<file path="src/rtl/cpu_exec_ctrl.sv">
// Execution sequencer for the single-cycle RISC-V datapath: gates commits,
// waits out ROM latency, and handles run/step/halt, breakpoint and ECALL stop.
module cpu_exec_ctrl #(
  parameter int          FETCH_WAIT    = 1,
  parameter bit          START_RUNNING = 1'b0,
  parameter logic [31:0] ECALL_WORD    = 32'h0000_0073
) (
  input  logic        iCLK,
  input  logic        iRST,
  input  logic        iRun,
  input  logic        iStep,
  input  logic        iHalt,
  input  logic        iBreakEn,
  input  logic [31:0] iBreakAddr,
  input  logic [31:0] iPC,
  input  logic [31:0] iInstruction,
  output logic        oCpuEn,
  output logic [1:0]  oState,
  output logic        oBreakHit,
  output logic        oDone,
  output logic [31:0] oCycleCount,
  output logic [31:0] oInstrCount
);

  typedef enum logic [1:0] {HALTED = 2'd0, FETCH = 2'd1, EXEC = 2'd2, DONE = 2'd3} state_t;

  localparam logic [3:0] WAIT_LAST = 4'(FETCH_WAIT - 1);

  state_t     state, stateNxt;
  logic       modeStep, modeStepNxt;
  logic       skipBrk, skipBrkNxt;
  logic       breakHitNxt;
  logic [3:0] waitCnt;
  logic       prevRun, prevStep, prevHalt;
  logic       evRun, evStep, evHalt;

  assign evRun  = iRun  & ~prevRun;
  assign evStep = iStep & ~prevStep;
  assign evHalt = iHalt & ~prevHalt;
  assign oState = state;

  always_comb begin
    stateNxt    = state;
    modeStepNxt = modeStep;
    skipBrkNxt  = skipBrk;
    breakHitNxt = oBreakHit;
    case (state)
      HALTED: begin
        if (evRun || evStep) begin
          stateNxt    = FETCH;
          modeStepNxt = ~evRun;
          skipBrkNxt  = 1'b1;
          breakHitNxt = 1'b0;
        end
      end
      FETCH: begin
        if (evHalt) begin
          stateNxt = HALTED;
        end else if (waitCnt == WAIT_LAST) begin
          if (iInstruction == ECALL_WORD) begin
            stateNxt = DONE;
          end else if (iBreakEn && (iPC == iBreakAddr) && !skipBrk) begin
            stateNxt    = HALTED;
            breakHitNxt = 1'b1;
          end else begin
            stateNxt = EXEC;
          end
        end
      end
      // The instruction commits even if a halt arrives in this cycle.
      EXEC: begin
        skipBrkNxt = 1'b0;
        stateNxt   = (modeStep || evHalt) ? HALTED : FETCH;
      end
      default: stateNxt = DONE;
    endcase
  end

  always_ff @(posedge iCLK or negedge iRST) begin
    if (!iRST) begin
      state       <= START_RUNNING ? FETCH : HALTED;
      modeStep    <= 1'b0;
      skipBrk     <= 1'b1;
      oBreakHit   <= 1'b0;
      oCpuEn      <= 1'b0;
      oDone       <= 1'b0;
      waitCnt     <= '0;
      prevRun     <= 1'b0;
      prevStep    <= 1'b0;
      prevHalt    <= 1'b0;
      oCycleCount <= '0;
      oInstrCount <= '0;
    end else begin
      state     <= stateNxt;
      modeStep  <= modeStepNxt;
      skipBrk   <= skipBrkNxt;
      oBreakHit <= breakHitNxt;
      oCpuEn    <= (stateNxt == EXEC);
      oDone     <= (stateNxt == DONE);
      prevRun   <= iRun;
      prevStep  <= iStep;
      prevHalt  <= iHalt;
      // Any non-FETCH cycle clears the wait counter, so every FETCH entry starts at 0.
      waitCnt   <= (state == FETCH) ? waitCnt + 4'd1 : 4'd0;
      if (state == FETCH || state == EXEC) oCycleCount <= oCycleCount + 32'd1;
      if (state == EXEC)                   oInstrCount <= oInstrCount + 32'd1;
    end
  end

endmodule

</file>
<file path="config.mk">
export PLATFORM = sky130hd
export DESIGN_NAME = cpu_exec_ctrl
export DESIGN_NICKNAME = d
export VERILOG_FILES = /design/src/rtl/cpu_exec_ctrl.sv
export SDC_FILE = /design/constraint.sdc
export NUM_CORES = 1
export LEC_CHECK = 0
export ABC_AREA = 1
export CAP_MARGIN = 20
export CORE_UTILIZATION = 46
export DETAILED_ROUTE_END_ITERATION = 12
export PLACE_DENSITY = 0.82
export SETUP_SLACK_MARGIN = 0.3
export SLEW_MARGIN = 30
export SYNTH_ARGS = -nofsm -noshare
export SYNTH_HDL_FRONTEND = slang
export SYNTH_SLANG_ARGS = --single-unit
</file>
<file path="constraint.sdc">
create_clock -name iCLK -period 2.75 [get_ports iCLK]
set_clock_uncertainty 0.15 [all_clocks]
set_input_delay 0.275 -clock iCLK [delete_from_list [all_inputs] [get_ports iCLK]]
set_output_delay 0.275 -clock iCLK [all_outputs]
set_load 0.005 [all_outputs]
</file>
==> run metrics <==
outcome=finished, final reports clean; reg2reg start=oState[1]$_DFF_PN0_; Max Slew Vio Count=0; GPL Wtd Cong=approximately 0.89; Max Freq=roughly 0.45 GHz; CTS sink cnt=just under 80; Die Span Y=103.4 um; P&R area growth vs syn=44.40%; Synthesized Nets=749; hold path endpoint=prevRun$_DFF_PN0_; pre-CTS setup slack=~0.48 ns; post-CTS setup buffer count=0; Root Buffer=clkbuf_8; final net count=930; via-per-instance ratio=around 4.7; Avg WL per Cell=between 10 and 15 um; FILL cells=between 700 and 800; Slew headroom=54.53%; max cap viols=0; CP endpoint kind=flip-flop; Synth Area per Inst=about 7.4 um^2; final period utilization=81.18%; setup TNS=0 ns; clock tree buffer depth=2; library cells used by synthesis=34; global-route wire length before repair=between 15 and 20 mm; hpwl dp=between 9 and 10 mm; Antenna Cells=0; min-delay src=iRun; WHS=0.2573 ns; register area share after synthesis=a little over 40%; Final Cell Area=slightly below 7000 um^2; startpoint types=flip-flop; Hold Path Depth=1; Initial DRC Count=about 150; DRT Pass-1 Iters=5; H-tree Lvls=3; pin count of the biggest net entering global routing=just under 80; Die W=103.4 um; Leak=roughly 3.4 nW; worst r2r dst=oCycleCount[26]$_DFFE_PN0P_; DRC Markers=0; CTS tree=yes; Final setup violation count=0; Post-Syn Instances=roughly 640; io pins=about 170; placed cell area=~6600 um^2; post-route total power=3.497 mW; fin crit period=between 2 and 2.5 ns; CP Max Fanout=7; setup slack, reg-to-reg=roughly 0.52 ns; Reg2Reg Depth=10; fraction of layout instances using a drive strength above 1=6.061%; via count=roughly 4.5k; measured slew at the worst slew-check pin=between 0.6 and 0.7 ns; Site Rows=36; vias in the first global route=4,484; grt ovf=0; Worst Setup Slack, final=0.5176 ns; Yosys reg bits=78; full die area=10,690 um^2; Final Hold Viols=0; arrival time worst endpoint=approximately 2.3 ns; Warnings, synthesis=0; Antenna Nets Post-Route=0; Worst EP required=about 2.9 ns; initial core utilization=between 40% and 50%; Worst Hold Class=in -> reg; Inserted Clock Buffers=9; RSZ-0062 raised after global routing=yes; kind of critical path=reg -> reg; initial antenna violation count=0; later-pin clock latency in the skew report=around 0.35 ns; Worst VDD drop=between 0.4 and 0.5 mV; PD cells=roughly 510 nW/um^2; final WL=between 10 and 15 mm; Clock Pin Slew Worst Setup and Hold Paths=approximately 0.080 ns; Mapped Area=around 4700 um^2; port bufs=170; Core Footprint=about 9900 um^2; global-route usage over all layers=approximately a quarter
Yosys cell counts:
| cell type | count | area share, % |
|---|---|---|
| nand3_2 | 4 | 0.85 |
| nand3b_1 | 2 | 0.32 |
| inv_2 | 3 | 0.24 |
| nand2_4 | 1 | 0.24 |
| inv_1 | 132 | 10 |
| nor3_4 | 1 | 0.34 |
| nor3b_1 | 1 | 0.16 |
| o22ai_1 | 3 | 0.40 |
| nand2_2 | 4 | 0.53 |
| nand4_2 | 1 | 0.26 |
| o21ai_0 | 5 | 0.53 |
| nor2_8 | 1 | 0.42 |
| nor2_2 | 7 | 0.93 |
| nor3_2 | 2 | 0.42 |
| nor3_1 | 16 | 1.7 |
| xnor2_1 | 24 | 4.4 |
| ha_1 | 8 | 2.1 |
| nand2_1 | 174 | 14 |
| dfrtp_1 | 77 | 41 |
| or2_2 | 1 | 0.13 |
| a21boi_0 | 1 | 0.16 |
| and2_1 | 1 | 0.13 |
| o21ai_1 | 2 | 0.21 |
| xor2_1 | 37 | 6.9 |
| nand4_1 | 14 | 1.9 |
| nand3_4 | 1 | 0.37 |
| nor2_1 | 83 | 6.6 |
| nand3_1 | 18 | 1.9 |
| nor2_4 | 5 | 1.2 |
| o21a_1 | 1 | 0.16 |
| buf_4 | 1 | 0.16 |
| dfstp_2 | 1 | 0.56 |
| a211oi_1 | 1 | 0.16 |
| a21oi_1 | 6 | 0.64 |
critical path, stage by stage (launching register included):
cell     delay [ns]
dfrtp_1        0.44
inv_1          0.09
ha_2           0.41
nand3_1        0.14
nor2_2         0.17
nand3_2        0.12
nor2_1         0.11
nand3_1        0.12
nor2_2         0.14
nand3_1        0.09
xor2_1         0.15
kinds of logic after synthesis:
logic type,Yosys count,synth area share [%]
xor+xnor,61,11.30
compound gates,19,2.249
flops,78,41.31
buf+inv,136,10.88
fa+ha+maj,8,2.117
simple gates,337,32.15
area by class of cell:
class                           count  area (um^2)  share of cell area [%]
Multi-Input combinational cell    425         2266                   33.19
Sequential cell                    78         1953                   28.61
Timing Repair Buffer              171         1713                   25.09
Inverter                          135        506.7                   7.422
Tap cell                          133        166.4                   2.437
Clock buffer                       11        141.4                   2.071
Clock inverter                      5        81.33                   1.191
state kept, by name, summed over array words and instances, names as in the netlist:
| register | count |
|---|---|
| oDone | 1 |
| waitCnt | 4 |
| prevRun | 1 |
| oInstrCount | 32 |
| oCycleCount | 32 |
| oState | 2 |
| oBreakHit | 1 |
| modeStep | 1 |
| prevHalt | 1 |
| skipBrk | 1 |
| oCpuEn | 1 |
| prevStep | 1 |
per-layer routing:
metal	global-route usage (%)	vias up	part of all wire, %
met5	0	-	0
met1	27.84	2052	43
li1	-	2268	-
met3	4.099	23	4.2
met2	42.74	127	51
met4	8.342	0	1.9
how the worst max path moves through the flow:
stage	from	to	slack, ns
after global placement	oState[1]$_DFF_PN0_	oCycleCount[26]$_DFFE_PN0P_	0.59
after floorplan	oState[0]$_DFF_PN0_	oCycleCount[26]$_DFFE_PN0P_	0.70
after global routing	oState[1]$_DFF_PN0_	oCycleCount[26]$_DFFE_PN0P_	0.27
final	oState[1]$_DFF_PN0_	oCycleCount[26]$_DFFE_PN0P_	0.52
after CTS	oState[0]$_DFF_PN0_	oCycleCount[26]$_DFFE_PN0P_	0.47
after detailed placement	oState[0]$_DFF_PN0_	oCycleCount[26]$_DFFE_PN0P_	0.48
report_power, final:
group | switching, mW | internal, mW | total [mW]
clock network | 0.424 | 0.538 | 0.962
registers | 0.162 | 1.29 | 1.46
logic | 0.526 | 0.552 | 1.08
total | 1.11 | 2.38 | 3.50
metrics by stage:
step / util, % / cells
final: 69.22 / 958
after global routing: 69.22 / 958
after CTS: 69.13 / 958
after detailed placement: 66.77 / 941
after global placement: 66.77 / 941
after floorplan: - / 639
cell usage in the layout (no fill, tap or decap), drive strengths merged:
| master | n |
|---|---|
| clkinvlp | 1 |
| nand2 | 179 |
| or2 | 1 |
| a21oi | 6 |
| a21boi | 1 |
| a211oi | 1 |
| dfstp | 1 |
| dlygate4sd3 | 1 |
| xnor2 | 24 |
| dfrtp | 77 |
| nor3 | 19 |
| and2 | 1 |
| clkbuf | 11 |
| o21ai | 7 |
| nor3b | 1 |
| nand3b | 2 |
| ha | 8 |
| xor2 | 37 |
| clkdlybuf4s50 | 169 |
| nand4 | 15 |
| nand3 | 23 |
| clkinv | 1 |
| bufinv | 2 |
| o21a | 1 |
| buf | 1 |
| nor2 | 96 |
| o22ai | 3 |
| inv | 136 |
repair_timing:
item                       4_1_cts  5_1_grt
hold endpoints to repair        77        0
resized for setup                0        2
setup endpoints to repair        0        4
hold buffers                     1        0
Power figures use the tool's default switching activity.
